`src/rtl/cu_definitions_pkg.sv`:
```
// Shared definitions for the control-unit decoders.
// Contents:
//   - inst_header : 10-bit instruction header {op[9:8], imm[7], cmd[6:3], rsvd[2:0]}
//   - op_e        : instruction class (PROCESSING / MEMORY / BRANCH / VECTOR)
//   - *_cmd_e     : per-class command encodings
//   - ALU_*       : ALUCtrl encodings
//   - ctrl_t      : deco_exe control bundle (CTRL_W bits)
//   - decode_t    : full decode result incl. register-source selects and flags
//   - decode_header() : pure header -> decode_t mapping
package cu_definitions_pkg;

  localparam int unsigned HDR_W  = 10;
  localparam int unsigned CTRL_W = 10;

  typedef enum logic [1:0] {
    OP_PROCESSING = 2'b00,
    OP_MEMORY     = 2'b01,
    OP_BRANCH     = 2'b10,
    OP_VECTOR     = 2'b11
  } op_e;

  // Shared by PROCESSING and VECTOR classes
  typedef enum logic [3:0] {
    CMD_NOP = 4'd0,
    CMD_AND = 4'd1,
    CMD_XOR = 4'd2,
    CMD_SUB = 4'd3,
    CMD_ADD = 4'd4,
    CMD_CMP = 4'd5
  } alu_cmd_e;

  typedef enum logic [3:0] {
    CMD_LDR = 4'd0,
    CMD_STR = 4'd1
  } mem_cmd_e;

  typedef enum logic [3:0] {
    CMD_B  = 4'd0,
    CMD_BL = 4'd1
  } br_cmd_e;

  typedef struct packed {
    op_e        op;
    logic       imm;
    logic [3:0] cmd;
    logic [2:0] rsvd;
  } inst_header;

  localparam logic [2:0] ALU_ADD = 3'b000;
  localparam logic [2:0] ALU_SUB = 3'b001;
  localparam logic [2:0] ALU_AND = 3'b010;
  localparam logic [2:0] ALU_XOR = 3'b011;

  typedef struct packed {
    logic       reg_write;
    logic       alu_src;
    logic [2:0] alu_ctrl;
    logic       flags_write;
    logic       mem_write;
    logic       mem_to_reg;
    logic       branch;
    logic       vec_mode;
  } ctrl_t;

  typedef struct packed {
    ctrl_t bundle;
    logic  reg_src_a1;
    logic  reg_src_a2;
    logic  b_link;
    logic  illegal;
    logic  is_vector;
  } decode_t;

  // Undefined encodings collapse to an all-zero single-beat bundle with
  // only the illegal flag set; rsvd bits never influence the result.
  function automatic decode_t decode_header(inst_header h);
    decode_t d;
    d = '0;
    case (h.op)
      OP_PROCESSING, OP_VECTOR: begin
        d.bundle.alu_src  = h.imm;
        d.bundle.vec_mode = (h.op == OP_VECTOR);
        d.is_vector       = (h.op == OP_VECTOR);
        case (h.cmd)
          CMD_NOP: ;
          CMD_AND: begin d.bundle.reg_write = 1'b1; d.bundle.alu_ctrl = ALU_AND; end
          CMD_XOR: begin d.bundle.reg_write = 1'b1; d.bundle.alu_ctrl = ALU_XOR; end
          CMD_SUB: begin d.bundle.reg_write = 1'b1; d.bundle.alu_ctrl = ALU_SUB; end
          CMD_ADD: begin d.bundle.reg_write = 1'b1; d.bundle.alu_ctrl = ALU_ADD; end
          CMD_CMP: begin d.bundle.flags_write = 1'b1; d.bundle.alu_ctrl = ALU_SUB; end
          default: d.illegal = 1'b1;
        endcase
      end
      OP_MEMORY: begin
        d.bundle.alu_src  = 1'b1;
        d.bundle.alu_ctrl = ALU_ADD;
        case (h.cmd)
          CMD_LDR: begin d.bundle.reg_write = 1'b1; d.bundle.mem_to_reg = 1'b1; end
          CMD_STR: begin d.bundle.mem_write = 1'b1; d.reg_src_a2 = 1'b1; end
          default: d.illegal = 1'b1;
        endcase
      end
      OP_BRANCH: begin
        d.bundle.alu_src  = 1'b1;
        d.bundle.alu_ctrl = ALU_ADD;
        d.bundle.branch   = 1'b1;
        d.reg_src_a1      = 1'b1;
        case (h.cmd)
          CMD_B:  ;
          CMD_BL: begin d.b_link = 1'b1; d.bundle.reg_write = 1'b1; end
          default: d.illegal = 1'b1;
        endcase
      end
      default: d.illegal = 1'b1;
    endcase
    if (d.illegal) begin
      d         = '0;
      d.illegal = 1'b1;
    end
    return d;
  endfunction

endpackage

```
`src/rtl/cu_beat_counter.sv`:
```
// Beat counter for multi-beat instruction sequencing.
// Ports:
//   i_clk, i_rst : clock, synchronous active-high reset
//   i_clr        : return count to 0 (dominates i_inc)
//   i_inc        : advance count by one
//   i_term       : terminal (last) beat index of the current instruction
//   o_count      : current beat index
//   o_at_term    : o_count equals i_term
module cu_beat_counter #(
  parameter int unsigned BW = 2
) (
  input  logic          i_clk,
  input  logic          i_rst,
  input  logic          i_clr,
  input  logic          i_inc,
  input  logic [BW-1:0] i_term,
  output logic [BW-1:0] o_count,
  output logic          o_at_term
);

  logic [BW-1:0] r_count;

  always_ff @(posedge i_clk) begin
    if (i_rst || i_clr) begin
      r_count <= '0;
    end else if (i_inc) begin
      r_count <= r_count + BW'(1);
    end
  end

  assign o_count   = r_count;
  assign o_at_term = (r_count == i_term);

endmodule

```
`src/rtl/cu_seq_decoder.sv`:
```
// Registered multi-beat control unit between fetch/decode and decode/execute.
// Decodes the instruction header into the deco_exe control bundle and
// sequences vector instructions over VLEN/LANES beats with valid/ready
// handshakes on both sides.
// Ports:
//   clk, rst             : clock, synchronous active-high reset
//   in_valid / in_ready  : header handshake (upstream)
//   inst_head            : {op[9:8], imm[7], cmd[6:3], rsvd[2:0]}
//   flush                : drop current instruction, refuse new header this cycle
//   out_valid / out_ready: beat handshake (downstream)
//   ctr_signal           : {RegWrite, ALUSrc, ALUCtrl[2:0], FlagsWrite,
//                           MemWrite, MemToReg, Branch, VecMode}
//   RegSrcA1/RegSrcA2/bLink : register-file source selects, link write
//   beat_idx / last_beat : current beat and final-beat flag
//   illegal              : undefined encoding (NOP bundle emitted)
module cu_seq_decoder
  import cu_definitions_pkg::*;
#(
  parameter  int unsigned VLEN     = 16,
  parameter  int unsigned LANES    = 4,
  parameter  int unsigned HEADER_W = 10,
  localparam int unsigned BEATS    = VLEN / LANES,
  localparam int unsigned BW       = (BEATS > 1) ? $clog2(BEATS) : 1
) (
  input  logic                clk,
  input  logic                rst,
  input  logic                in_valid,
  output logic                in_ready,
  input  logic [HEADER_W-1:0] inst_head,
  input  logic                flush,
  output logic                out_valid,
  input  logic                out_ready,
  output logic [CTRL_W-1:0]   ctr_signal,
  output logic                RegSrcA1,
  output logic                RegSrcA2,
  output logic                bLink,
  output logic [BW-1:0]       beat_idx,
  output logic                last_beat,
  output logic                illegal
);

  typedef enum logic {
    ST_IDLE,
    ST_ISSUE
  } state_e;

  localparam logic [BW-1:0] LAST_VEC = BW'(BEATS - 1);

  state_e        r_state;
  state_e        w_state_nxt;
  decode_t       r_dec;
  decode_t       w_dec;
  logic          w_load;
  logic          w_cnt_clr;
  logic          w_cnt_inc;
  logic          w_at_term;
  logic          w_valid;
  logic [BW-1:0] w_beat;
  logic [BW-1:0] w_term;

  assign w_dec   = decode_header(inst_header'(inst_head));
  assign w_valid = (r_state == ST_ISSUE);
  assign w_term  = r_dec.is_vector ? LAST_VEC : '0;

  cu_beat_counter #(
    .BW (BW)
  ) u_beat_counter (
    .i_clk     (clk),
    .i_rst     (rst),
    .i_clr     (w_cnt_clr),
    .i_inc     (w_cnt_inc),
    .i_term    (w_term),
    .o_count   (w_beat),
    .o_at_term (w_at_term)
  );

  // State register
  always_ff @(posedge clk) begin
    if (rst) begin
      r_state <= ST_IDLE;
    end else begin
      r_state <= w_state_nxt;
    end
  end

  // Decoded instruction is captured at acceptance and held for all beats
  always_ff @(posedge clk) begin
    if (rst) begin
      r_dec <= '0;
    end else if (w_load) begin
      r_dec <= w_dec;
    end
  end

  // Next-state / sequencing. Acceptance in ISSUE is only possible on the
  // last-beat handshake, which gives back-to-back issue without a bubble.
  always_comb begin
    w_state_nxt = r_state;
    w_load      = 1'b0;
    w_cnt_clr   = 1'b0;
    w_cnt_inc   = 1'b0;
    if (flush) begin
      w_state_nxt = ST_IDLE;
      w_cnt_clr   = 1'b1;
    end else begin
      case (r_state)
        ST_IDLE: begin
          if (in_valid) begin
            w_load      = 1'b1;
            w_cnt_clr   = 1'b1;
            w_state_nxt = ST_ISSUE;
          end
        end
        ST_ISSUE: begin
          if (out_ready) begin
            if (!w_at_term) begin
              w_cnt_inc = 1'b1;
            end else begin
              w_cnt_clr = 1'b1;
              if (in_valid) begin
                w_load = 1'b1;
              end else begin
                w_state_nxt = ST_IDLE;
              end
            end
          end
        end
        default: begin
          w_state_nxt = ST_IDLE;
        end
      endcase
    end
  end

  // Outputs are gated by out_valid so IDLE (after reset or flush) presents
  // an all-zero bundle without clearing the held decode.
  always_comb begin
    out_valid  = w_valid;
    in_ready   = !rst && !flush &&
                 ((r_state == ST_IDLE) || (w_valid && out_ready && w_at_term));
    ctr_signal = w_valid ? r_dec.bundle : '0;
    RegSrcA1   = w_valid && r_dec.reg_src_a1;
    RegSrcA2   = w_valid && r_dec.reg_src_a2;
    bLink      = w_valid && r_dec.b_link;
    illegal    = w_valid && r_dec.illegal;
    beat_idx   = w_valid ? w_beat : '0;
    last_beat  = w_valid && w_at_term;
  end

endmodule

```
`config.mk`:
```
export PLATFORM = sky130hd
export DESIGN_NAME = cu_seq_decoder
export DESIGN_NICKNAME = d
export VERILOG_FILES = /design/src/rtl/cu_definitions_pkg.sv /design/src/rtl/cu_beat_counter.sv /design/src/rtl/cu_seq_decoder.sv
export SDC_FILE = /design/constraint.sdc
export NUM_CORES = 1
export LEC_CHECK = 0
export CAP_MARGIN = 10
export CORE_UTILIZATION = 39
export DETAILED_ROUTE_END_ITERATION = 12
export GPL_TIMING_DRIVEN = 0
export MAX_ROUTING_LAYER = met4
export PLACE_DENSITY = 0.73
export RECOVER_POWER = 100
export REMOVE_ABC_BUFFERS = 1
export SLEW_MARGIN = 20
export SYNTH_ARGS = -nofsm -noshare
export SYNTH_HDL_FRONTEND = slang
export SYNTH_SLANG_ARGS = --single-unit
```
`constraint.sdc`:
```
create_clock -name clk -period 1.7 [get_ports clk]
set_input_delay 0.34 -clock clk [delete_from_list [all_inputs] [get_ports clk]]
set_output_delay 0.34 -clock clk [all_outputs]
set_load 0.01 [all_outputs]
```
### Word level (Yosys, flattened, before mapping)

Cells that the tools add are included.
Widths: inputs -> output; s select.

| storage, ports and cells | value |
|---|---|
| register bits after elaboration | 18 |
| word-level logic and storage cells | 83 |

| operators by class | value |
|---|---|
| bitwise logic cells | 1 |
| reductions and logical operators | 22 |
| mux-type cells | 35 |
| add/subtract/negate cells | 1 |
| eq/ne operators | 9 |

Operators by type and width:

| operator | count |
|---|---|
| $mux 1 | 24 |
| $mux 15 | 1 |
| $pmux 5 s3 | 1 |
| $mux 10 | 1 |
| $reduce_or 2->1 | 5 |
| $logic_and 1x1->1 | 9 |
| $eq 4x2->1 const B | 2 |
| $eq 4x3->1 const B | 2 |
| $pmux 1 s2 | 4 |
| $mux 2 | 3 |
| $pmux 2 s3 | 1 |
| $reduce_or 6->1 | 1 |
| $eq 2x2->1 const B | 2 |
| $eq 4x1->1 const B | 1 |
| $logic_not 4->1 | 1 |
| $reduce_or 4->1 | 1 |
| $add 2x1->2 const B | 1 |
| $eq 2x1->1 const B | 1 |
| $eq 2x2->1 | 1 |
| $logic_not 1->1 | 2 |
| $logic_not 2->1 | 1 |
| $logic_or 1x1->1 | 2 |
| $not 1->1 | 1 |

### Depth between registers and ports, before layout

Gate-level depths: netlist (run 1).

| logic depth | value |
|---|---|
| depth after elaboration | 7 |
| depth in mapped cells | 6 |

### Hierarchy

From an unflattened synthesis (run 1), not the netlist that was laid out.

| second synthesis, totals | value |
|---|---|
| cell total of the unflattened synthesis | 105 |
| area total of the unflattened synthesis | 869.6 um^2 |

By module, submodules not included:

| module | times used | cells an instance | area each (um^2) |
|---|---|---|---|
| cu_seq_decoder | 1 | 95 | 764.5 |
| cu_beat_counter | 1 | 10 | 105.1 |

### Worst setup path after synthesis (run 1)

Ideal clock, no wire load.

| timing path | value |
|---|---|
| kind | register -> register |
| from | register u_beat_counter.r_count[0], in the netlist u_beat_counter.o_count[0] |
| to | register r_dec[5] (netlist name) |
| setup slack | -0.148 ns |
| required time | 1.583 ns |
| data arrival time | 1.731 ns |
| stages on the path, launching flop included | 6 |
| path buffers | 1 |
| library setup time | 0.117 ns |
| clock period less this slack | 1.848 ns |
| path through | dfxtp_1 > buf_6 > or4b_4 > a311oi_4 > nor2_2 > a22o_1 |

| between the ends | value |
|---|---|
| word-level cells in the longest chain between the ends | 5 |

Ends and longest elaborated chain:

| what | line | text |
|---|---|---|
| from (decl) | cu_beat_counter.sv:21 | `logic [BW-1:0] r_count;` |
| from (signal assigned) | cu_beat_counter.sv:27 | `r_count <= r_count + BW'(1);` |
| $eq 2x2->1 | cu_beat_counter.sv:32 | `assign o_at_term = (r_count == i_term);` |
| $mux 1 | cu_seq_decoder.sv:116 | `if (!w_at_term) begin` |
| $mux 1 | cu_seq_decoder.sv:115 | `if (out_ready) begin` |
| $pmux 1 s2 | cu_seq_decoder.sv:106 | `case (r_state)` |
| $mux 1 | cu_seq_decoder.sv:102 | `if (flush) begin` |
| to (signal assigned) | cu_seq_decoder.sv:91 | `r_dec <= w_dec;` |
| to (decl) | cu_seq_decoder.sv:51 | `decode_t r_dec;` |

No other way between the ends.
A chain may end at the register's enable or synchronous reset.

### Worst setup path in the final report (run 1)

| timing path | value |
|---|---|
| from | register u_beat_counter.r_count[0], in the netlist u_beat_counter.o_count[0] |
| to | output port in_ready |

| between the ends | value |
|---|---|
| word-level cells in the longest chain between the ends | 4 |

Ends and longest elaborated chain:

| what | line | text |
|---|---|---|
| $eq 2x2->1 | cu_beat_counter.sv:32 |  |
| $logic_and 1x1->1 | cu_seq_decoder.sv:140 | `((r_state == ST_IDLE) \|\| (w_valid && out_ready && w_at_term));` |
| $logic_or 1x1->1 | cu_seq_decoder.sv:140 |  |
| $logic_and 1x1->1 | cu_seq_decoder.sv:139 | `in_ready = !rst && !flush &&` |
| to (decl) | cu_seq_decoder.sv:28 | `output logic in_ready,` |

No other way between the ends.

==> metrics.txt, run 1 <==
Final min period about 1.9 ns; Inserted Clock Buffers 3; Ports 34; EDFF count, synth 0; Ant. Diodes 0; VDD IR max about 460 µV; vias per cell 5.45; final hold viol count 0; Vias 937; Cells after Synth around 110; CP max stage cell or4b_4; flop-to-flop setup slack -0.17 ns; TritonCTS clock tree built; DP HPWL approximately 1.5 mm; post-layout util 58.8%; FILL cells between 200 and 250; TritonRoute pass-1 iters 4; Sink Count 14; hold crit path type flop to flop; Crit. End Element output port; status complete, but fails checks; total grt overflow 0; vias in the first global route roughly 830; commonest non-fill, non-tap cells in the layout dlygate4sd2_1 (18), dfxtp_1 (11), nor2_1 (10); Mean Syn Cell Area about 8.3 µm²; PortBufs 29; final clock skew between 0.002 and 0.0025 ns; fin. max-slew vios 0; hold slack 0.464 ns; worst setup margin -0.200 ns; Yosys cell types 38; WL/cell between 10 and 15 µm; share of layout cells above drive strength 1 18.1%; ys async rst share 0%; most common cell after layout, fill and taps aside dlygate4sd2_1; synth-to-layout area growth 42.1%; die area between 2000 and 3000 µm²; final setup vio count 11; MaxCap Viol Count 0; Max FO, Critical Path 6; CP Class flop to output port; register bit total from synthesis 14; Max clock buf depth 2; fin crit share 112%; CP Cell Sequence or4b_4 -> and3_4 -> nor3_2 -> buf_2; RSZ-0062 raised after global routing yes; fin area approximately 1300 µm²; clock slew at reported path FFs 0.08 ns; height of the chip 50.5 µm; Iter 0 DRT Violations 33; # DRC 0; initial antenna violation count 0; Die Span X about 50 µm; CP Data Required Time ~1.4 ns; Cell Area, Synth around 920 µm²; type of origin of the critical path flop; Starting Density between 40% and 50%; crit-path max cell delay 0.51 ns; final net count ~160; Leak 0.573 nW; worst skew pair latency 0.28 ns; placed inst area 1180 µm²; Core ar. 2210 µm²; Global Route Usage Sum 20.1%; worst path arrival time approximately 1.6 ns; Routed Antenna Nets 0; GPL Wtd Cong between 0.8 and 0.9; failing checks negative setup slack; Primary FF master, synth dfxtp_1; first-pass GRT wire length around 3.7 mm; largest net degree at the start of global routing 11; fmax 526 MHz; H-tree depth 1; Power Dens Cells just over 500 nW/µm²; yosys warns 0; Seq/Total Area, Yosys a little under a third; clk root buf clkbuf_4; Post-CTS Hold Buffers 0; aggregate routed wire length 2.24 mm; # rows 17
state kept, by name, summed over array words and instances (netlist names):
name	flops
r_dec	11
out_valid	1
u_beat_counter.o_count	2
cell type report:
class                   instances  area, µm²  area share, %
multi-input cells              81        588           45.2
well taps                      28       35.0           2.69
repair buffers                 40        344           26.4
inverters                       6       22.5           1.73
flip-flops and latches         14        289           22.2
clock buffers                   3       22.5           1.73
critical path, delay by kind of cell (launching register included):
kind                   cells  cell delay (ns)
and+or+nand+nor            3             0.76
DFF                        1             0.37
buffers and inverters      1             0.15
Yosys cell counts, types with 2 or more instances:
cell	number	area (µm²)
dfxtp_1	14	280
and2_1	13	81.3
nor2_1	10	37.5
clkbuf_1	6	22.5
inv_1	6	22.5
a21oi_1	5	25.0
o21ai_0	5	25.0
a22o_1	4	35.0
nand2b_1	4	25.0
nand3_1	4	20.0
buf_4	3	22.5
ha_1	3	37.5
nand2_1	3	11.3
nor3_1	3	15.0
a21boi_0	2	15.0
a32o_1	2	20.0
nand3b_1	2	15.0
nor4b_1	2	17.5
metrics by stage:
step           power, mW  worst slack, ns  setup TNS (ns)  instances
2_1_floorplan      0.406           -0.108          -0.538        101
3_3_place_gp       0.467           -0.879           -9.20        158
3_5_place_dp       0.471           -0.916          -10.32        158
4_1_cts            0.663           -0.210           -1.67        171
5_1_grt            0.697           -0.264           -2.27        172
6_report           0.663           -0.200           -1.44        172
per-layer routing:
layer | GRT usage, % | routed length, µm
met1 | 25.6 | 970
met2 | 31.8 | 1060
met3 | 1.52 | 174
met4 | 10.6 | 36
met5 | - | 0
power breakdown:
part	total (mW)	switching (mW)	internal, mW
sequential	0.333	0.00332	0.330
clock	0.188	0.106	0.0822
combinational	0.142	0.0706	0.0714
worst paths after layout:
kind,start,end,cells after the start
max,u_beat_counter.o_count[0],in_ready,4
max reg2reg,u_beat_counter.o_count[0],r_dec[2],6
min reg2reg,r_dec[7],r_dec[7],1
min,r_dec[7],r_dec[7],1
logic make-up after synthesis:
kind of cell             share of synthesized area [%]
buffers and inverters                             8.61
AND/OR/NAND/NOR                                   32.4
adder cells (fa/ha/maj)                           4.10
multiplexers                                      1.09
other                                            0.409
flip-flops                                        30.6
AO/OA/AOI/OAI                                     21.9
XOR/XNOR                                         0.956
repair_timing:
action                                  CTS  global route
gates resized for setup                  37             2
setup buffers                            10             0
endpoints found under the setup margin   30            12
cloned                                    0             1
pin swaps                                 3             6
Power figures use the tool's default switching activity.
==> run 2: changes to the inputs <==
Settings changed: CAP_MARGIN 10 to 20.
==> results of run 2 <==
Final layout, timing and power as in run 1 (identical DEF).
==> run 3: changes to the inputs <==
Settings changed: SETUP_SLACK_MARGIN from default to 0.4.
==> metrics.txt, run 3 (synthesis results as in run 1) <==
Sink Count 14 (unchanged); worst skew pair latency 0.27 ns (was 0.28 ns); most common cell after layout, fill and taps aside buf_6 (was dlygate4sd2_1); fin crit share 112% (about the same); # rows 17 (unchanged); Vias 967 (was 937); type of origin of the critical path flop (unchanged); PortBufs 29 (unchanged); vias in the first global route 849 (was 825); Sum Neg Setup Slack -1.60 ns (was -1.44 ns); flop-to-flop setup slack -0.19 ns (was -0.17 ns); GPL Wtd Cong 0.852 (unchanged); total grt overflow 0 (unchanged); final hold viol count 0 (unchanged); H-tree depth 1 (unchanged); Post-Layout Cell Count 177 (was 172); VDD IR max 457 µV (was 460 µV); Leak 0.612 nW (was 0.573 nW); Final min period 1.90 ns (about the same); hold slack 0.476 ns (was 0.464 ns); Ant. Diodes 0 (unchanged); Crit. End Element output port (unchanged); Ports 34 (unchanged); TritonCTS clock tree built (unchanged); Iter 0 DRT Violations 22 (was 33); largest net degree at the start of global routing 11 (unchanged); failing checks negative setup slack (unchanged); largest reg by FF count r_dec (unchanged); Core ar. 2210 µm² (unchanged); die area 2550 µm² (unchanged); Routed Antenna Nets 0 (unchanged); Max FO, Critical Path 6 (unchanged); Die Span X 50.5 µm (unchanged); CP Class flop to output port (unchanged); synth-to-layout area growth 60.0% (was 42.1%); Power Dens Cells 467 nW/µm² (was 510 nW/µm²); final setup vio count 11 (unchanged); MaxCap Viol Count 0 (unchanged); Global Route Usage Sum 20.9% (was 20.1%); # DRC 0 (unchanged); vias per cell 5.46 (was 5.45); WL/cell 14.0 µm (was 13.0 µm); clk root buf clkbuf_4 (unchanged); Starting Density 41.4% (unchanged); initial antenna violation count 0 (unchanged); final clock skew 0.00152 ns (was 0.00206 ns); worst setup margin -0.198 ns (was -0.200 ns); hold crit path type flop to flop (unchanged); Max clock buf depth 2 (unchanged); first-pass GRT wire length 3.81 mm (was 3.70 mm); CP Data Required Time 1.36 ns (about the same); DP HPWL 1.50 mm (unchanged); worst path arrival time 1.56 ns (about the same); Inserted Clock Buffers 3 (unchanged); height of the chip 50.5 µm (unchanged); Power, Total 684 µW (was 663 µW); RSZ-0062 raised after global routing yes (unchanged); Inst Count DP 158 (unchanged); commonest non-fill, non-tap cells in the layout buf_6 (21), and2_4 (12), dfxtp_1 (11) (was dlygate4sd2_1 (18), dfxtp_1 (11), nor2_1 (10)); final net count 169 (was 164); status complete, but fails checks (unchanged); max reg flops 11 (unchanged); fin. max-slew vios 0 (unchanged); aggregate routed wire length 2.48 mm (was 2.24 mm); fmax 527 MHz (was 526 MHz); clock slew at reported path FFs 0.08 ns (about the same); TritonRoute pass-1 iters 4 (unchanged); share of layout cells above drive strength 1 43.6% (was 18.1%)
run 3: cell count changes in the layout (fill, tap and decap cells not counted), sizes merged:
cell,before,now
clkbuf,5,4
clkdlybuf4s50,9,7
buf,10,33
clkdlybuf4s15,1,0
dlygate4sd2,18,4
run 3: path summary, 6_finish.rpt:
check / start / endpoint / cells past startpoint
max: u_beat_counter.o_count[0] / in_ready / 4
min: r_dec[7] / r_dec[7] / 1
max reg2reg: u_beat_counter.o_count[0] / r_dec[2] / 6
min reg2reg: r_dec[7] / r_dec[7] / 1
run 3: what timing repair did:
item,4_1_cts,5_1_grt
gates cloned,0,2
pin swaps,13,12
buffers inserted,12,2
hold endpoints to repair,0,0
hold buffers,0,0
endpoints found under the setup margin,32,31
resized for setup,117,14
run 3: power by group:
| group | internal [mW] | switching, mW |
|---|---|---|
| combinational | 0.0872 | 0.0797 |
| clock | 0.0820 | 0.101 |
| sequential | 0.330 | 0.00441 |
| total | 0.499 | 0.185 |
run 3: per-stage QoR:
stage / util (%) / worst slack (ns) / cell area (µm²)
detailed placement: 53.6 / -0.916 / 1180
global placement: 53.6 / -0.879 / 1180
finish: 66.2 / -0.198 / 1470
CTS: 61.3 / -0.210 / 1360
floorplan: - / -0.108 / 860
global route: 66.2 / -0.267 / 1470
run 3: area by class of cell:
class | count | area, µm²
fill | 192 | 747
multi-input combinational | 81 | 642
timing repair buffer | 45 | 454
sequential | 14 | 289
tap | 28 | 35.0
clock buffer | 3 | 22.5
inverter | 6 | 22.5
run 3: worst max-delay path: stages (launching register included):
cell and delay [ns]:
dfxtp_4 0.37, or4b_4 0.52, and3_4 0.17, nor3_2 0.08, buf_2 0.15
run 3: metal layers:
layer	vias to the layer above	part of all wire, %	track usage [%]
met5	-	0	-
met1	453	42	26.8
li1	470	-	-
met2	38	50	32.7
met4	0	2.5	11.6
met3	6	5.7	1.52
